$ cat src/rtl/wb_port_arbiter_pkg.sv
// Shared constants and types for the register-file write-port arbiter.
package wb_port_arbiter_pkg;

  localparam int unsigned DEFAULT_XLEN = 32;
  localparam int unsigned REG_AW       = 5;
  localparam logic [REG_AW-1:0] REG_ZERO = '0;

  typedef enum logic [1:0] {
    SRC_NONE = 2'd0,
    SRC_PIPE = 2'd1,
    SRC_MDU  = 2'd2
  } wr_src_e;

endpackage

$ cat src/rtl/wb_result_fifo.sv
// Synchronous FIFO of MDU results (rd + data) with per-entry visibility for hazard checks.
module wb_result_fifo
  import wb_port_arbiter_pkg::*;
#(
  parameter int unsigned DW    = DEFAULT_XLEN,
  parameter int unsigned DEPTH = 2
) (
  input  logic                          clk,
  input  logic                          rst,
  input  logic                          push,
  input  logic                          pop,
  input  logic [REG_AW-1:0]             push_rd,
  input  logic [DW-1:0]                 push_data,
  output logic [REG_AW-1:0]             head_rd,
  output logic [DW-1:0]                 head_data,
  output logic [$clog2(DEPTH):0]        count,
  output logic [DEPTH-1:0]              entry_valid,
  output logic [DEPTH-1:0][REG_AW-1:0]  entry_rd
);

  localparam int PW = $clog2(DEPTH);
  localparam int CW = PW + 1;

  logic [REG_AW-1:0] rd_mem   [DEPTH];
  logic [DW-1:0]     data_mem [DEPTH];
  logic [PW-1:0]     rd_ptr;
  logic [PW-1:0]     wr_ptr;
  logic              push_ok;
  logic              pop_ok;

  assign push_ok = push && (count < CW'(DEPTH));
  assign pop_ok  = pop && (count != '0);

  always_ff @(posedge clk or posedge rst) begin
    if (rst) begin
      rd_ptr <= '0;
      wr_ptr <= '0;
      count  <= '0;
    end else begin
      if (push_ok) wr_ptr <= wr_ptr + 1'b1;
      if (pop_ok)  rd_ptr <= rd_ptr + 1'b1;
      count <= count + CW'(push_ok) - CW'(pop_ok);
    end
  end

  always_ff @(posedge clk) begin
    if (push_ok) begin
      rd_mem[wr_ptr]   <= push_rd;
      data_mem[wr_ptr] <= push_data;
    end
  end

  assign head_rd   = rd_mem[rd_ptr];
  assign head_data = data_mem[rd_ptr];

  // An entry is live when its distance from the read pointer is below count.
  always_comb begin
    entry_valid = '0;
    entry_rd    = '0;
    for (int unsigned i = 0; i < DEPTH; i++) begin
      entry_valid[i] = {1'b0, PW'(i) - rd_ptr} < count;
      entry_rd[i]    = rd_mem[i];
    end
  end

endmodule

$ cat src/rtl/wb_port_arbiter.sv
// Register-file write-port arbiter: pipeline writeback has priority, buffered MDU results fill free slots.
module wb_port_arbiter
  import wb_port_arbiter_pkg::*;
#(
  parameter int unsigned XLEN         = DEFAULT_XLEN,
  parameter int unsigned FIFO_DEPTH   = 2,
  parameter int unsigned STARVE_LIMIT = 4
) (
  input  logic                clk,
  input  logic                rst,
  input  logic                RegWriteW,
  input  logic [REG_AW-1:0]   RdW,
  input  logic [XLEN-1:0]     ResultW,
  input  logic                mdu_valid,
  output logic                mdu_ready,
  input  logic [REG_AW-1:0]   mdu_rd,
  input  logic [XLEN-1:0]     mdu_result,
  output logic                rf_we,
  output logic [REG_AW-1:0]   rf_addr,
  output logic [XLEN-1:0]     rf_wdata,
  output logic                wb_hold,
  output logic [31:0]         pend_mask
);

  localparam int CW = $clog2(FIFO_DEPTH) + 1;

  logic                                    slot_busy;
  logic                                    fifo_empty;
  logic                                    push;
  logic                                    pop;
  logic [REG_AW-1:0]                       head_rd;
  logic [XLEN-1:0]                         head_data;
  logic [CW-1:0]                           count;
  logic [FIFO_DEPTH-1:0]                   entry_valid;
  logic [FIFO_DEPTH-1:0][REG_AW-1:0]       entry_rd;
  logic [3:0]                              starve_cnt;
  wr_src_e                                 src;

  assign slot_busy  = RegWriteW && (RdW != REG_ZERO);
  assign fifo_empty = (count == '0);
  assign mdu_ready  = !rst && (count < CW'(FIFO_DEPTH));
  // x0 results complete the handshake but are dropped here.
  assign push       = mdu_valid && mdu_ready && (mdu_rd != REG_ZERO);
  assign pop        = (src == SRC_MDU);

  wb_result_fifo #(
    .DW    (XLEN),
    .DEPTH (FIFO_DEPTH)
  ) u_fifo (
    .clk         (clk),
    .rst         (rst),
    .push        (push),
    .pop         (pop),
    .push_rd     (mdu_rd),
    .push_data   (mdu_result),
    .head_rd     (head_rd),
    .head_data   (head_data),
    .count       (count),
    .entry_valid (entry_valid),
    .entry_rd    (entry_rd)
  );

  always_comb begin
    src = SRC_NONE;
    if (!rst) begin
      if (slot_busy)        src = SRC_PIPE;
      else if (!fifo_empty) src = SRC_MDU;
    end
  end

  always_comb begin
    rf_we    = 1'b0;
    rf_addr  = REG_ZERO;
    rf_wdata = '0;
    unique case (src)
      SRC_PIPE: begin
        rf_we    = 1'b1;
        rf_addr  = RdW;
        rf_wdata = ResultW;
      end
      SRC_MDU: begin
        rf_we    = 1'b1;
        rf_addr  = head_rd;
        rf_wdata = head_data;
      end
      default: ;
    endcase
  end

  always_ff @(posedge clk or posedge rst) begin
    if (rst) begin
      starve_cnt <= '0;
    end else if (fifo_empty || pop) begin
      starve_cnt <= '0;
    end else if (slot_busy && (starve_cnt != 4'(STARVE_LIMIT))) begin
      starve_cnt <= starve_cnt + 4'd1;
    end
  end

  assign wb_hold = (starve_cnt == 4'(STARVE_LIMIT));

  always_comb begin
    pend_mask = '0;
    for (int unsigned i = 0; i < FIFO_DEPTH; i++) begin
      if (entry_valid[i]) pend_mask[entry_rd[i]] = 1'b1;
    end
  end

endmodule

$ cat config.mk
export PLATFORM = sky130hd
export DESIGN_NAME = wb_port_arbiter
export DESIGN_NICKNAME = d
export VERILOG_FILES = /design/src/rtl/wb_port_arbiter_pkg.sv /design/src/rtl/wb_result_fifo.sv /design/src/rtl/wb_port_arbiter.sv
export SDC_FILE = /design/constraint.sdc
export NUM_CORES = 1
export LEC_CHECK = 0
export CORE_MARGIN = 10
export CORE_UTILIZATION = 40
export DETAILED_ROUTE_END_ITERATION = 6
export MAX_ROUTING_LAYER = met4
export PLACE_DENSITY = 0.76
export SLEW_MARGIN = 5
export SYNTH_ARGS = -nofsm -noshare
export SYNTH_HDL_FRONTEND = slang
export SYNTH_SLANG_ARGS = --single-unit
$ cat constraint.sdc
create_clock -name clk -period 2.7 [get_ports clk]
set_clock_uncertainty 0.15 [all_clocks]
set_input_delay 0.405 -clock clk [delete_from_list [all_inputs] [get_ports clk]]
set_output_delay 0.405 -clock clk [all_outputs]
set_load 0.03 [all_outputs]
==> key figures <==
Status
  – Status: complete, but fails checks
  – Failing checks: setup timing

Logic synthesis
  – Post-synthesis adder-cell area fraction: 1.85%
  – Synth Warn #: 0
  – Register area share after synthesis: 59.8%
  – Post-synth EDFFs: 74
  – Synth top area cells: edfxtp_1 55%, mux2_2 10%, a22oi_1 6.9%
  – Mux share of post-synthesis cell area: between 10% and 20%
  – Yosys top cell by area: edfxtp_1
  – Cell variety after synth: 31
  – Synth Area in XOR/XNOR: under 10%
  – Mapped Nets: around 410
  – Syn Area/Cell: 12.5 um2
  – Asr flop ratio synth: about a tenth
  – FF+latch count, synth: 82
  – Post-Synth Simple-Gate Area: between 10% and 20%
  – Synth Flop Type: edfxtp_1
  – Synth Cell Area: approximately 0.004 mm2
  – Synth Area in Compound Gates: around 14%
  – Post-synthesis cell count: approximately 320
  – Largest family of logic cells by synthesized area: compound AO/OA/AOI/OAI gates
  – Yosys top cell area share: a little over half

Route
  – Mean number of vias per cell: 5.43
  – Met2 WL: about 6 mm
  – DR pass1 iterations: 4
  – Routed length per instance: roughly 20 um
  – Antenna Nets Post-Route: 0
  – DRC: 0
  – Via count: about 3400
  – Metal3 WL: ~910 um
  – Drt first-iter violations: approximately 250
  – Top Layer Used: met4
  – DRT Wirelength: between 10 and 15 mm
  – DRT met1 WL: slightly above 5 mm

Timing
  – Max Fclk: approximately 360 MHz
  – Tmin final: roughly 2800 ps
  – Fin. Hold Viols: 0
  – Final setup violating endpoints: 27
  – Fin. max-slew vios: 0
  – Final TNS setup: -1040 ps
  – Setup WS post-layout: -82.9 ps
  – Least-Margin Pin Slew: between 600 and 700 ps
  – Unrepaired setup endpoints after global routing: yes
  – Tcrit/Tclk final: 103%
  – Max-slew headroom: ~57%

Pwr
  – PwrDens: roughly 700 mW/mm2
  – Sw Share: between 30% and 40%
  – Static leakage: around 2.3 nW
  – Clock share of power: roughly a fifth
  – Combinational power share: between 40% and 50%
  – Peak VDD IR: ~0.00036 V
  – Seq pwr share: a little under two fifths
  – Pint: approximately 2.9 mW
  – Total design power: between 4 and 5 mW
  – NetSw: around 1.5 mW

Floorplanning
  – Row count: 36
  – DIE WIDTH: about 120 um
  – Die height: roughly 120 um
  – Initial Utilization: 41.3%
  – Io pins: 150
  – Die ar.: approximately 0.015 mm2
  – Placeable Area: approximately 0.0098 mm2

Clocking
  – CTS Sinks: slightly above 80
  – Clock Tree Buf Depth: 2
  – Clock root buffer: clkbuf_8
  – Clk slew on worst S/H paths: about 80 ps
  – Clk_lat worst skew: about 350 ps
  – CTS Buf Count: 9
  – CTS tree: done
  – Hold buffers post-CTS: 0
  – H-tree depth: 3

Worst setup path
  – Worst Setup SP: RdW[0]
  – R2R setup slack: around 360 ps
  – Worst endpoint data arrival time: approximately 2200 ps
  – Worst Path Required: roughly 2100 ps
  – Setup Crit Path Kind: in -> out
  – Element type at the critical path end: output port
  – Max FO, Critical Path: 7
  – Reg-to-Reg End: u_fifo.count[1]
  – R2R depth: 12
  – Crit start category: input pin
  – FF-to-FF Start: u_fifo.count[1]

Global route
  – Initial antenna violation count: 0
  – First-pass GRT wire length: 19.7 mm
  – Pin count of the biggest net entering global routing: 29
  – GRT overflow: 0
  – Vias in the first global route: roughly 3800
  – Total track usage: roughly 17%

Layout
  – Nets: between 500 and 600
  – Final-layout fill cell count: around 750
  – Antenna diodes: 0
  – Area growth syn-to-layout: 55.1%
  – Share of post-route cells with drive strength above 1: 42.9%

Flow run
  – Max Cap Viol: 0

Placement
  – GPL Wtd Cong: 0.840
  – I/O Buffers: 149
  – DP HPWL: between 8 and 9 mm

Worst hold path
  – Worst min path class: in -> async
layout make-up:
class	count	area [um2]	area share, %
Clock buffer	9	124	1.97
Tap cell	133	166	2.65
Sequential cell	82	2430	38.6
Inverter	11	41.3	0.657
Clock inverter	7	80.1	1.27
Timing Repair Buffer	178	1730	27.6
Multi-Input combinational cell	210	1710	27.2
worst max-delay path, cell delays in order:
cell	delay [ps]
buf_6	90
or4_4	550
o21ai_4	170
nand2_2	110
inv_2	80
ha_4	190
buf_6	150
buf_16	130
a22oi_2	50
nor2_1	120
buf_4	180
worst max path at each step:
| stage | to | slack, ps | cells past startpoint |
|---|---|---|---|
| floorplan | rf_wdata[29] | -160 | 7 |
| global placement | u_fifo.count[1] | -430 | 12 |
| detailed placement | u_fifo.count[1] | -440 | 12 |
| CTS | rf_addr[1] | -40 | 11 |
| global route | rf_wdata[2] | -150 | 11 |
| finish | rf_wdata[2] | -80 | 11 |
synth_stat cells, drive strengths merged, types with 4 or more instances:
cell,number
dfrtp,8
nor2,49
a22oi,37
or3b,6
or3,6
o22ai,32
edfxtp,74
buf,4
mux2,37
inv,11
nand3b,8
clkbuf,16
xnor2,4
ha,6
nand2,5
what timing repair did:
action                                  4_1_cts  5_1_grt
gates resized for setup                      65       13
gates cloned                                  4        0
endpoints found under the setup margin       39       60
pin swaps                                    30       32
buffers inserted                              6        3
logic make-up after synthesis:
kind of cell,count (synthesis)
flip-flops,82
multiplexers,38
XOR/XNOR,5
adder cells (fa/ha/maj),6
AO/OA/AOI/OAI,78
AND/OR/NAND/NOR,83
buffers and inverters,31
flip-flops by register name, indices dropped and copies added, names as in the netlist:
register	flops
starve_cnt	4
u_fifo.count	2
u_fifo.data_mem	64
u_fifo.rd_mem	10
u_fifo.rd_ptr	1
u_fifo.wr_ptr	1
cells in the final DEF, fill, tap and decap left out, types with 7 or more instances in the layout:
| cell | instances |
|---|---|
| mux2_2 | 37 |
| buf_4 | 68 |
| inv_1 | 10 |
| clkbuf_8 | 9 |
| clkdlybuf4s50_1 | 73 |
| buf_6 | 24 |
| buf_12 | 7 |
| o22ai_1 | 32 |
| edfxtp_1 | 74 |
| a22oi_1 | 17 |
| nand3b_1 | 8 |
| nor2_1 | 29 |
| dfrtp_1 | 7 |
| a22oi_2 | 20 |
| nor2_2 | 18 |
per-stage QoR:
| step | worst slack [ps] | hold slack (ps) | area [um2] | instances | util [%] |
|---|---|---|---|---|---|
| final | -82.9 | 358 | 6280 | 630 | 64.0 |
| after global routing | -154 | 365 | 6280 | 630 | 64.0 |
| after CTS | -42.7 | 330 | 6240 | 628 | 63.6 |
| after detailed placement | -443 | 390 | 5730 | 602 | 58.3 |
| after global placement | -427 | 380 | 5730 | 602 | 58.3 |
| after floorplan | -163 | 70.7 | 4120 | 323 | - |
power groups by stage:
stage / clock network [mW] / logic [mW] / registers (mW)
global placement: 0 / 1.56 / 1.71
CTS: 0.940 / 1.74 / 1.69
floorplan: 0 / 1.04 / 1.66
finish: 0.923 / 1.80 / 1.66
global route: 0.995 / 1.93 / 1.68
detailed placement: 0 / 1.59 / 1.72
routing by layer:
metal,GRT usage [%],up-vias
met5,-,-
li1,-,1589
met1,19.3,1655
met2,29.1,160
met4,6.03,0
met3,5.07,15
Note: power is estimated with default switching activity, not from simulation.
